--- src/rtl/axis_uart_rx_os_pkg.sv ---
// rtl/axis_uart_rx_os_pkg.sv - shared encodings for the oversampling UART receiver
// FSM states, tuser bit positions and parity type codes.
package axis_uart_rx_os_pkg;

    localparam logic [2:0] ST_IDLE   = 3'd0;
    localparam logic [2:0] ST_START  = 3'd1;
    localparam logic [2:0] ST_DATA   = 3'd2;
    localparam logic [2:0] ST_PARITY = 3'd3;
    localparam logic [2:0] ST_STOP   = 3'd4;
    localparam logic [2:0] ST_WAIT1  = 3'd5;

    localparam int TUSER_FRAME  = 0;
    localparam int TUSER_PARITY = 1;
    localparam int TUSER_BREAK  = 2;

    localparam logic [1:0] PAR_EVEN  = 2'd0;
    localparam logic [1:0] PAR_ODD   = 2'd1;
    localparam logic [1:0] PAR_MARK  = 2'd2;
    localparam logic [1:0] PAR_SPACE = 2'd3;

    // Parity bit the transmitter should have sent, given the XOR of the data word.
    function automatic logic expected_parity(input logic [1:0] ptype, input logic data_xor);
        logic bit_v;
        case (ptype)
            PAR_EVEN:  bit_v = data_xor;
            PAR_ODD:   bit_v = ~data_xor;
            PAR_MARK:  bit_v = 1'b1;
            PAR_SPACE: bit_v = 1'b0;
            default:   bit_v = 1'b0;
        endcase
        return bit_v;
    endfunction

endpackage

--- src/rtl/axis_uart_rx_os_if.sv ---
// rtl/axis_uart_rx_os_if.sv - AXI-Stream word interface carrying received UART words
// tuser carries {break, parity_err, frame_err}.
interface axis_uart_rx_os_if #(
    parameter int DATA_BITS = 8
) ();
    logic [DATA_BITS-1:0] tdata;
    logic [2:0]           tuser;
    logic                 tvalid;
    logic                 tready;

    modport master (
        output tdata,
        output tuser,
        output tvalid,
        input  tready
    );

    modport slave (
        input  tdata,
        input  tuser,
        input  tvalid,
        output tready
    );
endinterface

--- src/rtl/axis_uart_rx_os_sync.sv ---
// rtl/axis_uart_rx_os_sync.sv - multi-stage synchroniser for the asynchronous rxd pad
// Resets to 1 so an idle line never looks like a start bit after reset.
module axis_uart_rx_os_sync #(
    parameter int DELAY = 3
) (
    input  logic clk,
    input  logic rst,
    input  logic d,
    output logic q
);

    logic [DELAY-1:0] chain_q;
    logic [DELAY-1:0] chain_d;

    always_comb begin
        chain_d = {chain_q[DELAY-2:0], d};
    end

    always_ff @(posedge clk or posedge rst) begin
        if (rst) begin
            chain_q <= '1;
        end else begin
            chain_q <= chain_d;
        end
    end

    assign q = chain_q[DELAY-1];

endmodule

--- src/rtl/axis_uart_rx_os.sv ---
// rtl/axis_uart_rx_os.sv - oversampling UART receiver with AXI-Stream master output
// 3-sample majority vote at bit centre, false-start rejection, frame/parity/break flags, overrun.
module axis_uart_rx_os
    import axis_uart_rx_os_pkg::*;
#(
    parameter int DATA_BITS   = 8,
    parameter int PARITY_ENA  = 0,
    parameter int PARITY_TYPE = 0,
    parameter int STOP_BITS   = 1,
    parameter int OVERSAMPLE  = 16,
    parameter int DELAY       = 3
) (
    input  logic               aclk,
    input  logic               arst,
    input  logic               uart_ena,
    input  logic               rxd,
    axis_uart_rx_os_if.master  m_axis,
    output logic               overrun
);

    if (OVERSAMPLE < 4 || (OVERSAMPLE % 2) != 0) begin : g_bad_oversample
        $error("axis_uart_rx_os: OVERSAMPLE must be even and >= 4");
    end
    if (DATA_BITS < 5 || DATA_BITS > 9) begin : g_bad_data_bits
        $error("axis_uart_rx_os: DATA_BITS must be 5..9");
    end
    if (STOP_BITS < 1 || STOP_BITS > 2) begin : g_bad_stop_bits
        $error("axis_uart_rx_os: STOP_BITS must be 1..2");
    end
    if (PARITY_TYPE < 0 || PARITY_TYPE > 3) begin : g_bad_parity_type
        $error("axis_uart_rx_os: PARITY_TYPE must be 0..3");
    end
    if (DELAY < 2) begin : g_bad_delay
        $error("axis_uart_rx_os: DELAY must be >= 2");
    end

    localparam int CW = $clog2(OVERSAMPLE);
    localparam logic [CW-1:0] CNT_LAST = CW'(OVERSAMPLE - 1);
    localparam logic [CW-1:0] CNT_S0   = CW'(OVERSAMPLE / 2 - 1);
    localparam logic [CW-1:0] CNT_S1   = CW'(OVERSAMPLE / 2);
    localparam logic [CW-1:0] CNT_S2   = CW'(OVERSAMPLE / 2 + 1);
    localparam logic [3:0]    BITS_LAST_DATA = 4'(DATA_BITS);
    localparam logic [3:0]    BITS_LAST_STOP = 4'(STOP_BITS - 1);
    localparam logic [1:0]    PTYPE = 2'(PARITY_TYPE);

    logic rxd_s;

    axis_uart_rx_os_sync #(.DELAY(DELAY)) u_sync (
        .clk (aclk),
        .rst (arst),
        .d   (rxd),
        .q   (rxd_s)
    );

    logic [2:0]           state_q, state_d;
    logic [CW-1:0]        cnt_q, cnt_d;
    logic [3:0]           bit_cnt_q, bit_cnt_d;
    logic                 s0_q, s0_d;
    logic                 s1_q, s1_d;
    logic [DATA_BITS-1:0] data_q, data_d;
    logic                 par_err_q, par_err_d;
    logic                 fe_q, fe_d;
    logic                 ones_q, ones_d;
    logic                 load_q, load_d;
    logic [DATA_BITS-1:0] pend_data_q, pend_data_d;
    logic [2:0]           pend_user_q, pend_user_d;

    logic [DATA_BITS-1:0] tdata_q, tdata_d;
    logic [2:0]           tuser_q, tuser_d;
    logic                 tvalid_q, tvalid_d;
    logic                 overrun_q, overrun_d;

    logic vote;
    logic wrap;
    logic at_vote;
    logic fe_now;

    // The third sample is taken live; the first two were captured on the preceding ticks.
    assign vote    = (s0_q & s1_q) | (s0_q & rxd_s) | (s1_q & rxd_s);
    assign wrap    = (cnt_q == CNT_LAST);
    assign at_vote = (cnt_q == CNT_S2);
    assign fe_now  = fe_q | ~vote;

    always_comb begin
        state_d     = state_q;
        cnt_d       = cnt_q;
        bit_cnt_d   = bit_cnt_q;
        s0_d        = s0_q;
        s1_d        = s1_q;
        data_d      = data_q;
        par_err_d   = par_err_q;
        fe_d        = fe_q;
        ones_d      = ones_q;
        load_d      = 1'b0;
        pend_data_d = pend_data_q;
        pend_user_d = pend_user_q;

        if (uart_ena) begin
            if (state_q == ST_IDLE || state_q == ST_WAIT1) begin
                cnt_d = '0;
            end else begin
                cnt_d = wrap ? '0 : cnt_q + CW'(1);
            end
            if (cnt_q == CNT_S0) s0_d = rxd_s;
            if (cnt_q == CNT_S1) s1_d = rxd_s;

            case (state_q)
                ST_IDLE: begin
                    if (!rxd_s) begin
                        state_d   = ST_START;
                        bit_cnt_d = '0;
                        par_err_d = 1'b0;
                        fe_d      = 1'b0;
                        ones_d    = 1'b0;
                    end
                end
                ST_START: begin
                    if (at_vote && vote) begin
                        state_d = ST_IDLE;
                        cnt_d   = '0;
                    end else if (wrap) begin
                        state_d = ST_DATA;
                    end
                end
                ST_DATA: begin
                    if (at_vote) begin
                        data_d    = {vote, data_q[DATA_BITS-1:1]};
                        bit_cnt_d = bit_cnt_q + 4'd1;
                        ones_d    = ones_q | vote;
                    end
                    if (wrap && bit_cnt_q == BITS_LAST_DATA) begin
                        bit_cnt_d = '0;
                        state_d   = (PARITY_ENA != 0) ? ST_PARITY : ST_STOP;
                    end
                end
                ST_PARITY: begin
                    if (at_vote) begin
                        par_err_d = (vote != expected_parity(PTYPE, ^data_q));
                        ones_d    = ones_q | vote;
                    end
                    if (wrap) state_d = ST_STOP;
                end
                ST_STOP: begin
                    if (at_vote) begin
                        fe_d = fe_now;
                        // Leaving at the centre of the last stop bit lets a back-to-back start edge be seen.
                        if (bit_cnt_q == BITS_LAST_STOP) begin
                            load_d                   = 1'b1;
                            pend_data_d              = data_q;
                            pend_user_d[TUSER_FRAME]  = fe_now;
                            pend_user_d[TUSER_PARITY] = par_err_q;
                            pend_user_d[TUSER_BREAK]  = fe_now & ~ones_q;
                            state_d                  = fe_now ? ST_WAIT1 : ST_IDLE;
                            cnt_d                    = '0;
                        end else begin
                            bit_cnt_d = bit_cnt_q + 4'd1;
                        end
                    end
                end
                ST_WAIT1: begin
                    if (rxd_s) state_d = ST_IDLE;
                end
                default: begin
                    state_d = ST_IDLE;
                    cnt_d   = '0;
                end
            endcase
        end
    end

    always_comb begin
        tdata_d   = tdata_q;
        tuser_d   = tuser_q;
        tvalid_d  = tvalid_q;
        overrun_d = 1'b0;
        if (load_q) begin
            // A held, unconsumed word wins; a word being consumed this cycle is replaced in place.
            if (tvalid_q && !m_axis.tready) begin
                overrun_d = 1'b1;
            end else begin
                tdata_d  = pend_data_q;
                tuser_d  = pend_user_q;
                tvalid_d = 1'b1;
            end
        end else if (tvalid_q && m_axis.tready) begin
            tvalid_d = 1'b0;
        end
    end

    always_ff @(posedge aclk or posedge arst) begin
        if (arst) begin
            state_q     <= ST_IDLE;
            cnt_q       <= '0;
            bit_cnt_q   <= '0;
            s0_q        <= 1'b1;
            s1_q        <= 1'b1;
            data_q      <= '0;
            par_err_q   <= 1'b0;
            fe_q        <= 1'b0;
            ones_q      <= 1'b0;
            load_q      <= 1'b0;
            pend_data_q <= '0;
            pend_user_q <= '0;
        end else begin
            state_q     <= state_d;
            cnt_q       <= cnt_d;
            bit_cnt_q   <= bit_cnt_d;
            s0_q        <= s0_d;
            s1_q        <= s1_d;
            data_q      <= data_d;
            par_err_q   <= par_err_d;
            fe_q        <= fe_d;
            ones_q      <= ones_d;
            load_q      <= load_d;
            pend_data_q <= pend_data_d;
            pend_user_q <= pend_user_d;
        end
    end

    always_ff @(posedge aclk or posedge arst) begin
        if (arst) begin
            tdata_q   <= '0;
            tuser_q   <= '0;
            tvalid_q  <= 1'b0;
            overrun_q <= 1'b0;
        end else begin
            tdata_q   <= tdata_d;
            tuser_q   <= tuser_d;
            tvalid_q  <= tvalid_d;
            overrun_q <= overrun_d;
        end
    end

    assign m_axis.tdata  = tdata_q;
    assign m_axis.tuser  = tuser_q;
    assign m_axis.tvalid = tvalid_q;
    assign overrun       = overrun_q;

endmodule
--- src/flat_wrapper.sv ---
// flat-port wrapper written by rule: the top's interface ports become plain ports
module axis_uart_rx_os_flat import axis_uart_rx_os_pkg::*;
#(
    parameter int DATA_BITS   = 8,
    parameter int PARITY_ENA  = 0,
    parameter int PARITY_TYPE = 0,
    parameter int STOP_BITS   = 1,
    parameter int OVERSAMPLE  = 16,
    parameter int DELAY       = 3
)
  (aclk, arst, uart_ena, rxd, overrun, m_axis_tdata, m_axis_tuser, m_axis_tvalid, m_axis_tready);
  axis_uart_rx_os_if #(.DATA_BITS(DATA_BITS)) m_axis_i ();
  input  logic aclk;
  input  logic arst;
  input  logic uart_ena;
  input  logic rxd;
  output logic overrun;
  output wire logic [$bits(m_axis_i.tdata)-1:0] m_axis_tdata;
  output wire logic [$bits(m_axis_i.tuser)-1:0] m_axis_tuser;
  output wire logic [$bits(m_axis_i.tvalid)-1:0] m_axis_tvalid;
  input wire logic [$bits(m_axis_i.tready)-1:0] m_axis_tready;
  assign m_axis_tdata = m_axis_i.tdata;
  assign m_axis_tuser = m_axis_i.tuser;
  assign m_axis_tvalid = m_axis_i.tvalid;
  assign m_axis_i.tready = m_axis_tready;
  axis_uart_rx_os #(.DATA_BITS(DATA_BITS), .PARITY_ENA(PARITY_ENA), .PARITY_TYPE(PARITY_TYPE), .STOP_BITS(STOP_BITS), .OVERSAMPLE(OVERSAMPLE), .DELAY(DELAY)) u_core (.aclk(aclk), .arst(arst), .uart_ena(uart_ena), .rxd(rxd), .m_axis(m_axis_i), .overrun(overrun));
endmodule
--- config.mk ---
export PLATFORM = sky130hd
export DESIGN_NAME = axis_uart_rx_os_flat
export DESIGN_NICKNAME = d
export VERILOG_FILES = /design/src/rtl/axis_uart_rx_os_pkg.sv /design/src/rtl/axis_uart_rx_os_if.sv /design/src/rtl/axis_uart_rx_os_sync.sv /design/src/rtl/axis_uart_rx_os.sv /design/src/flat_wrapper.sv
export SDC_FILE = /design/constraint.sdc
export NUM_CORES = 1
export LEC_CHECK = 0
export ABC_CLOCK_PERIOD_IN_PS = 2600
export BUFFER_PORTS_ARGS = -buffer_cell sky130_fd_sc_hd__buf_2
export CAP_MARGIN = 15
export CORE_MARGIN = 2
export CORE_UTILIZATION = 40
export CTS_CLUSTER_DIAMETER = 200
export DETAILED_ROUTE_END_ITERATION = 7
export PLACE_DENSITY = 0.53
export SLEW_MARGIN = 20
export SYNTH_ARGS = -nofsm -noshare
export SYNTH_HDL_FRONTEND = slang
export SYNTH_SLANG_ARGS = --single-unit
export TNS_END_PERCENT = 20
--- constraint.sdc ---
create_clock -name aclk -period 2.6 [get_ports aclk]
set_input_delay 0.13 -clock aclk [delete_from_list [all_inputs] [get_ports aclk]]
set_output_delay 0.13 -clock aclk [all_outputs]
set_load 0.1 [all_outputs]
==> reports/qor.txt <==
Status -> complete, no violations
EDFF count, synth -> 0
Worst VDD drop -> 0.313 mV
Clk_lat worst skew -> 0.31 ns
Inserted Diodes -> 0
# rows -> 28
Sequential-to-total area share from yosys stat -> 52.5%
Biggest area consumer among synthesized cells -> dfrtp_1
Synth unique cells -> 55
Cells after Synth -> 203
Synth-to-Final Area Change -> 11.1%
Worst slew pin tran -> 0.970 ns
WP depth -> 6
R2r startpoint -> u_core.cnt_q[0]$_DFFE_PP0P_
DP Wirelength -> 3.18 mm
Antenna Nets Post-Route -> 0
Die Ht -> 82.9 um
Most common cell on crit path -> nor2_1
Synth top area share -> 47.3%
Largest net degree at the start of global routing -> 28
Hold violation total from the final report -> 0
Type of element capturing the critical path -> flop
Clock buffer depth -> 2
Power Density -> 789 nW/um2
I/O pin total -> 18
Worst Hold Class -> input pin to flop
Placed instance area -> 2620 um2
Post-CTS sizing -> 0
Register bit total from synthesis -> 52
Slowest CP cell -> a2111oi_0
R2r setup slk -> 0.51 ns
Die ar. -> 6870 um2
Tmin final -> 2.09 ns
First-pass detailed-route iteration total -> 4
Reg clk slew, reported paths -> 0.09 ns
Largest stage delay on the critical path -> 0.82 ns
Antenna violations before repair -> 0
Cells after DPL -> 287
Vias -> 1566
Sum Neg Setup Slack -> 0 ns
Die width -> 82.9 um
Initial Util -> 41.8%
Leak -> 1.35 nW
Via/cell ratio -> 5.27
Hold path start -> m_axis_tready
Setup crit start kind -> flop
Max-Cap Viols -> 0
Worst rel slew slack -> 33.7%
Final Cell Area -> 2760 um2
CP arrival -> 2.24 ns
Final WL -> 4.50 mm
Reg-to-reg endpoint -> u_core.bit_cnt_q[2]$_DFFE_PP0P_
Grt ovf -> 0
Hold slack -> 0.111 ns
Worst Path Max Fanout -> 6
WP buf/inv -> 0
Post-Syn Nets -> 213
Vias in the first global route -> 1652
GRT Resource Usage Total -> 14.3%
CTS buffer count -> 5
Prevailing post-synth register cell -> dfrtp_1
Root buf cell -> clkbuf_8
Hold path endpoint -> u_core.overrun$_DFF_PP0_
Synth Cell Area -> 2490 um2
Hold Crit Depth -> 3
Fin nets -> 231
Core Util, Final -> 46.4%
Required @ worst endpoint -> 2.75 ns
Initial DRC count -> 52
Total Power -> 2.18 mW
Core box area -> 5960 um2
IO buf count -> 17
Fmax -> 478 MHz
Area contributors post-synth -> dfrtp_1 47%, mux2_2 12%, dfstp_2 5.3%
CTS tree -> built
First-pass GRT wire length -> 8.05 mm
Share of cells above drive strength 1 -> 34.7%
Max Slew Vio Count -> 0
Setup violators final -> 0
DRC errors left -> 0
Ys Warns -> 0
Pre-CTS WS -> 0.582 ns
Fin cells -> 297
Unrepaired setup endpoints after global routing -> no
CP delay by family, top -> compound AO/OA/AOI/OAI gates
Setup ws final -> 0.508 ns
Syn_area_per_cell -> 12.3 um2
R2R depth -> 6
Clock skew -> 0.00487 ns
Gp weighted congestion -> 0.859
CP cell instances -> ha_1, nand3_4, nor2_1, nor2_1, a2111oi_0, a21oi_1
Crit Path Class -> flop to flop
H-tree depth -> 2
Routed wire per std cell -> 15.1 um
CTS Sinks -> 52
Ys async rst share -> 100%
Final worst-path cycle share -> 80.5%
## layer usage
metal	share of wire [%]	vias up	GRT usage, %
met5	0	-	0
met4	2.4	0	5.51
met3	2.8	11	3.58
met2	49	22	24.6
met1	46	781	17.0
li1	-	752	-
## timing repair
item | in CTS | in global routing
hold endpoints to repair | 21 | 0
hold buffers | 2 | 0
buffers inserted | 0 | 0
## registers in the layout (all words and copies together), names as in the netlist
register	flops
u_core.u_sync.chain_q	3
u_core.m_axis.tvalid	1
u_core.cnt_q	4
u_core.data_q	8
u_core.state_q	3
u_core.par_err_q	1
u_core.bit_cnt_q	4
u_core.fe_q	1
u_core.ones_q	1
u_core.m_axis.tdata	8
u_core.pend_data_q	8
u_core.s1_q	1
u_core.overrun	1
u_core.s0_q	1
u_core.load_q	1
u_core.pend_user_q	3
u_core.m_axis.tuser	3
## worst reg2reg max path, stage by stage (launching register included)
cell and delay [ns]:
dfrtp_1 0.41, ha_1 0.27, nand3_4 0.15, nor2_1 0.15, nor2_1 0.05, a2111oi_0 0.82, a21oi_1 0.09
## layout by cell type, fill, tap and decap left out, types with 2 or more instances in the layout
master         instances
a2111oi_0              2
a21o_1                 2
a21oi_1                6
and3_1                 2
buf_2                 17
clkbuf_8               6
dfrtp_1               47
dfstp_2                5
dlygate4sd3_1          2
ha_1                   5
inv_1                  9
inv_2                  2
mux2_2                26
mux2_4                 6
nand2_1               13
nand3_1                6
nor2_1                 7
nor2b_1                2
nor3b_1                2
o21ai_0                7
o21ai_1                2
o22ai_1                2
o31ai_1                3
or3_1                  2
xnor2_1                7
## worst max path at each step
stage | startpoint | endpoint | slack [ns]
after floorplan | u_core.m_axis.tvalid$_DFFE_PP0P_ | u_core.m_axis.tdata[0]$_DFFE_PP0P_ | 0.57
after global placement | u_core.cnt_q[0]$_DFFE_PP0P_ | u_core.bit_cnt_q[2]$_DFFE_PP0P_ | 0.64
after detailed placement | u_core.cnt_q[0]$_DFFE_PP0P_ | u_core.bit_cnt_q[2]$_DFFE_PP0P_ | 0.58
after CTS | u_core.cnt_q[1]$_DFFE_PP0P_ | u_core.state_q[1]$_DFFE_PP0P_ | 0.56
after global routing | u_core.cnt_q[0]$_DFFE_PP0P_ | u_core.bit_cnt_q[2]$_DFFE_PP0P_ | 0.43
final | u_core.cnt_q[0]$_DFFE_PP0P_ | u_core.bit_cnt_q[2]$_DFFE_PP0P_ | 0.51
## cell families (layout without fill, tap and decap cells)
group                    Yosys count  after routing  share of synthesized area, %
multiplexers                      34             34                          16.2
adder cells (fa/ha/maj)            6              6                          2.92
buffers and inverters             20             39                          3.77
AO/OA/AOI/OAI                     33             33                          9.25
AND/OR/NAND/NOR                   50             50                          12.5
flip-flops                        52             52                          52.5
XOR/XNOR                           8              8                          2.82
## power breakdown
part,internal [mW],switching [mW]
Clock,0.315,0.275
Sequential,0.918,0.128
Combinational,0.236,0.310
## cell type report
class                   count  area [um2]
multi-input cells         131        1090
inverters                  11        41.3
clock inverters             2        38.8
fillers                   552        3190
clock buffers               6        82.6
repair buffers             20         113
well taps                  75        93.8
flip-flops and latches     52        1310
## cells in the mapped netlist (3+ instances only)
master	n
dfrtp_1	47
mux2_2	26
nand2_1	13
inv_1	10
nor2_1	7
o21ai_0	7
xnor2_1	7
a21oi_1	6
mux2_4	6
nand3_1	6
dfstp_2	5
ha_1	5
buf_2	3
clkbuf_1	3
o31ai_1	3
Note: power is estimated with default switching activity, not from simulation.
